<file path="config.mk">
export PLATFORM = sky130hd
export DESIGN_NAME = dmem_arbiter
export DESIGN_NICKNAME = d
export VERILOG_FILES = /design/src/rtl/dmem_arbiter.sv
export SDC_FILE = /design/constraint.sdc
export NUM_CORES = 1
export LEC_CHECK = 0
export CORE_ASPECT_RATIO = 0.8
export CORE_MARGIN = 5
export CORE_UTILIZATION = 30
export DETAILED_ROUTE_END_ITERATION = 16
export PLACE_DENSITY = 0.84
export SYNTH_ARGS = -nofsm -noshare
export SYNTH_HDL_FRONTEND = slang
export SYNTH_SLANG_ARGS = --single-unit
export TNS_END_PERCENT = 100
</file>
<file path="constraint.sdc">
create_clock -name clk -period 2.05 [get_ports clk]
set_clock_uncertainty 0.05 [all_clocks]
set_input_delay 0.615 -clock clk [delete_from_list [all_inputs] [get_ports clk]]
set_output_delay 0.615 -clock clk [all_outputs]
set_load 0.005 [all_outputs]
</file>
<file path="src/rtl/dmem_arbiter.sv">
// Data-memory port arbiter between the CPU MEM stage and a debug access port.
// The CPU owns the port by default; a debug request is served for one cycle,
// either when the CPU is idle or after a bounded starvation wait.
//
// state   | meaning
// --------+--------------------------------------------------------------
// CPU_OWN | memory port mirrors cpu_*, starve counter tracks blocked debug
// DBG_OWN | memory port driven by debug request, CPU stalled if accessing

module dmem_arbiter #(
    parameter int DM_ADDRESS = 9,
    parameter int DATA_W     = 32,
    parameter int STARVE_MAX = 4
) (
    input  logic                  clk,
    input  logic                  reset,

    input  logic                  cpu_rd,
    input  logic                  cpu_wr,
    input  logic [DM_ADDRESS-1:0] cpu_addr,
    input  logic [DATA_W-1:0]     cpu_wdata,
    input  logic [2:0]            cpu_funct3,
    output logic [DATA_W-1:0]     cpu_rdata,
    output logic                  cpu_stall,

    input  logic                  dbg_req,
    input  logic                  dbg_we,
    input  logic [DM_ADDRESS-1:0] dbg_addr,
    input  logic [DATA_W-1:0]     dbg_wdata,
    output logic                  dbg_gnt,
    output logic                  dbg_valid,
    output logic [DATA_W-1:0]     dbg_rdata,

    output logic                  mem_rd,
    output logic                  mem_wr,
    output logic [DM_ADDRESS-1:0] mem_addr,
    output logic [DATA_W-1:0]     mem_wdata,
    output logic [2:0]            mem_funct3,
    input  logic [DATA_W-1:0]     mem_rdata
);

    typedef enum logic {
        CPU_OWN = 1'b0,
        DBG_OWN = 1'b1
    } state_t;

    localparam logic [3:0] STARVE_LIM = 4'(STARVE_MAX);

    state_t              state_q, state_d;
    logic [3:0]          cnt_q, cnt_d;
    logic                dbg_valid_q, dbg_valid_d;
    logic [DATA_W-1:0]   dbg_rdata_q, dbg_rdata_d;
    logic                cpu_access;

    assign cpu_access = cpu_rd | cpu_wr;
    assign cpu_rdata  = mem_rdata;
    assign dbg_valid  = dbg_valid_q;
    assign dbg_rdata  = dbg_rdata_q;

    always_ff @(posedge clk or negedge reset) begin
        if (!reset) begin
            state_q     <= CPU_OWN;
            cnt_q       <= 4'd0;
            dbg_valid_q <= 1'b0;
            dbg_rdata_q <= '0;
        end else begin
            state_q     <= state_d;
            cnt_q       <= cnt_d;
            dbg_valid_q <= dbg_valid_d;
            dbg_rdata_q <= dbg_rdata_d;
        end
    end

    // Memory port mux; the state register resets asynchronously so the CPU
    // path is restored the instant reset asserts.
    always_comb begin
        mem_rd     = cpu_rd;
        mem_wr     = cpu_wr;
        mem_addr   = cpu_addr;
        mem_wdata  = cpu_wdata;
        mem_funct3 = cpu_funct3;
        cpu_stall  = 1'b0;
        dbg_gnt    = 1'b0;
        if (state_q == DBG_OWN) begin
            mem_rd     = dbg_req & ~dbg_we;
            mem_wr     = dbg_req & dbg_we;
            mem_addr   = dbg_addr;
            mem_wdata  = dbg_wdata;
            mem_funct3 = 3'b010;
            cpu_stall  = cpu_access;
            dbg_gnt    = dbg_req;
        end
    end

    always_comb begin
        state_d     = state_q;
        cnt_d       = cnt_q;
        dbg_valid_d = 1'b0;
        dbg_rdata_d = dbg_rdata_q;
        case (state_q)
            CPU_OWN: begin
                if (dbg_req && (!cpu_access || cnt_q == STARVE_LIM)) begin
                    state_d = DBG_OWN;
                    cnt_d   = 4'd0;
                end else if (dbg_req && cpu_access && cnt_q != STARVE_LIM) begin
                    cnt_d = cnt_q + 4'd1;
                end
            end
            DBG_OWN: begin
                state_d     = CPU_OWN;
                dbg_valid_d = dbg_req;
                if (dbg_req && !dbg_we) begin
                    dbg_rdata_d = mem_rdata;
                end
            end
            default: state_d = CPU_OWN;
        endcase
    end

endmodule
</file>
==> impl_metrics.tcl <==
set metrics [dict create \
    clock-sinks 38 \
    period_share_pct 109 \
    ys_types 23 \
    place_congestion 0.790 \
    cp_common_cell "buf_6" \
    worstPathCellList "buf_12, buf_16, buf_6, mux2_4, buf_6" \
    drive_gt1_share_pct 42.6 \
    area_growth_pct 124 \
    startpoint_type "flip-flop" \
    die_h_um 90.0 \
    tightest_slew_ns 0.582 \
    wl_um 9990 \
    grt_max_degree 33 \
    top_usage_layer "met2" \
    cp_slowest_cell "dfrtp_2" \
    h-tree-depth 2 \
    synth_top_cell_by_area "dfrtp_1" \
    arrival_ns 1.57 \
    clkLatencyLatePin_ns 0.27 \
    rrSetupSlack_ns 0.14 \
    floorplan.initialDensity_pct 30.4 \
    layout_common_cells "clkdlybuf4s50_1, mux2_4, buf_6" \
    relSlewSlack_pct 61.2 \
    cp-endpoint "mem_wdata[28]" \
    final_critical_path_setup_slack_ns -0.190 \
    use_met2_pct 36.2 \
    yosysSeqAreaShare_pct 39.7 \
    path_clk_slew_ns 0.07 \
    clock_tree.buffer_depth 2 \
    synth_top_area_share_pct 39.7 \
    synth_nets 311 \
    cts-hold-fix-buffers 0 \
    rsz0062_at_grt "true" \
    end_kind "output pin" \
    cts_tree "yes" \
    via_count 2424 \
    layout_min_cycle_time_ns 2.24 \
    cp_max_fo 5 \
    power.density_nw_per_um2 836 \
    track_usage_pct 19.0 \
    reg2regPathDepth 5 \
    antennaDiodeCount 0 \
    grtUsageMet3_pct 5.37 \
    violations "setup timing" \
    io_pins 236 \
    layout_commonest_cell "clkdlybuf4s50_1" \
    die_w_um 110 \
    drtIter0Drc 65 \
    overflow 0 \
    max_stage_delay_ns 0.47 \
    fin_setup_tns_ns -4.76 \
    fin_cells 549 \
    placedCellCount 525 \
    p_leak_uw 0.00256 \
    num-fill-cells 579 \
    first_pass_iters 4 \
    grt_pass1_wl_um 14600 \
    cp_top_family "buffers and inverters" \
    place_hpwl_um 7700 \
    setup_viol 44 \
    cts.root.buffer_cell "clkbuf_8" \
    max_cap_violations 0 \
    r2r_end "dbg_rdata[2]$_DFFE_PN0P_" \
    grt_pass1_vias 2735 \
    syn_avg_cell_area_um2 12.9 \
    r2r-start "state_q$_DFF_PN0_" \
    ys_seq_elements 38 \
    die_area_um2 9890 \
    crit_required_ns 1.38 \
    status "finished, violations left" \
    cts_inserted_buffers 5 \
    synthTopCellsByArea "dfrtp_1, mux2_2, mux2_4, buf_4, buf_6" \
    antenna_left 0 \
    antenna_found_initial 0 \
    core_um2 7870 \
    final_nets 567 \
    finalHoldViolCount 0 \
    globalRouteMet1Util_pct 18.7 \
    ys_warn_count 0 \
    wl_per_cell_um 18.2 \
    fp-row-count 29 \
    cp.buffers_inverters 4 \
    hold_path_class "input pin to asynchronous set/reset pin" \
    path_depth 5 \
    syn_area_um2 2400 \
    vdd_drop_max_uv 329 \
    via_per_inst 4.42 \
    drc_errors 0 \
    syn_inst 186 \
    critPathLaunch "state_q$_DFF_PN0_" \
    path_class "flip-flop to output pin" \
    slew_viol_final 0 \
    io_buffer_count 235 \
    fmax_mhz 447 \
]
==> sequential cells by signal, summed over array words and instances (netlist names) <==
register / cells
dbg_rdata: 32
cnt_q: 4
dbg_valid: 1
state_q: 1
==> metal layers <==
| metal | vias to the layer above | wire length, um |
|---|---|---|
| li1 | 1126 | - |
| met1 | 1146 | 3370 |
| met2 | 132 | 5410 |
| met3 | 20 | 850 |
| met4 | 0 | 357 |
| met5 | - | 0 |
==> stage by stage <==
step	total power, uW	util, %	cell area, um^2	hold WS (ns)	setup slack [ns]
floorplan	2220	-	2400	0.269	0.105
detailed placement	3690	62.1	4890	0.445	-0.560
finish	4500	68.3	5380	0.224	-0.190
CTS	4470	66.6	5250	0.231	-0.203
global placement	3620	62.1	4890	0.440	-0.540
global route	4770	68.3	5380	0.248	-0.232
==> worst min path at each step <==
| stage | slack (ns) | end | cells after the start | start |
|---|---|---|---|---|
| after CTS | 0.23 | dbg_rdata[21]$_DFFE_PN0P_ | 1 | reset |
| after detailed placement | 0.44 | dbg_rdata[24]$_DFFE_PN0P_ | 1 | dbg_rdata[24]$_DFFE_PN0P_ |
| after global routing | 0.25 | dbg_rdata[21]$_DFFE_PN0P_ | 1 | reset |
| after floorplan | 0.27 | cnt_q[0]$_DFFE_PN0P_ | 0 | reset |
| after global placement | 0.44 | dbg_rdata[3]$_DFFE_PN0P_ | 1 | dbg_rdata[3]$_DFFE_PN0P_ |
| final | 0.22 | dbg_rdata[21]$_DFFE_PN0P_ | 1 | reset |
==> cells in the mapped netlist <==
| master | number |
|---|---|
| a22o_1 | 1 |
| and2_2 | 1 |
| buf_2 | 5 |
| buf_4 | 32 |
| buf_6 | 4 |
| dfrtp_1 | 38 |
| ha_1 | 2 |
| inv_1 | 6 |
| mux2_2 | 44 |
| mux2_4 | 29 |
| mux2i_1 | 1 |
| nand2_1 | 4 |
| nand2b_1 | 2 |
| nand3_1 | 2 |
| nand3b_1 | 1 |
| nor2_1 | 2 |
| nor2b_1 | 3 |
| nor3b_1 | 1 |
| o21ai_0 | 4 |
| o311ai_0 | 1 |
| o31ai_1 | 1 |
| or2_2 | 1 |
| or4b_1 | 1 |
==> cell type report <==
| type | count | area (um^2) | share of cell area (%) |
|---|---|---|---|
| flip-flops and latches | 38 | 952 | 17.7 |
| repair buffers | 290 | 2930 | 54.5 |
| multi-input cells | 101 | 1260 | 23.4 |
| inverters | 6 | 22.5 | 0.419 |
| clock buffers | 6 | 82.6 | 1.53 |
| well taps | 108 | 135 | 2.51 |
==> power breakdown <==
part,switching [uW],internal (uW),total [uW]
clock,236,259,495
combinational,757,1910,2670
sequential,228,1110,1340
total,1220,3280,4500
==> timing repair <==
item                       in CTS  in global routing
setup buffers                  13                  1
pin swaps                       3                  1
resized for setup             289                 38
cloned                          6                  0
setup endpoints to repair     109                 49
==> cell families (layout without fill, tap and decap cells) <==
group / count (synthesis) / in the layout / synth area share (%)
mux: 74 / 74 / 39.2
flops: 38 / 38 / 39.7
compound gates: 7 / 7 / 1.88
buf+inv: 47 / 302 / 13.9
simple gates: 18 / 18 / 4.28
fa+ha+maj: 2 / 2 / 1.04
No activity file was read; power rests on OpenSTA's default activity.
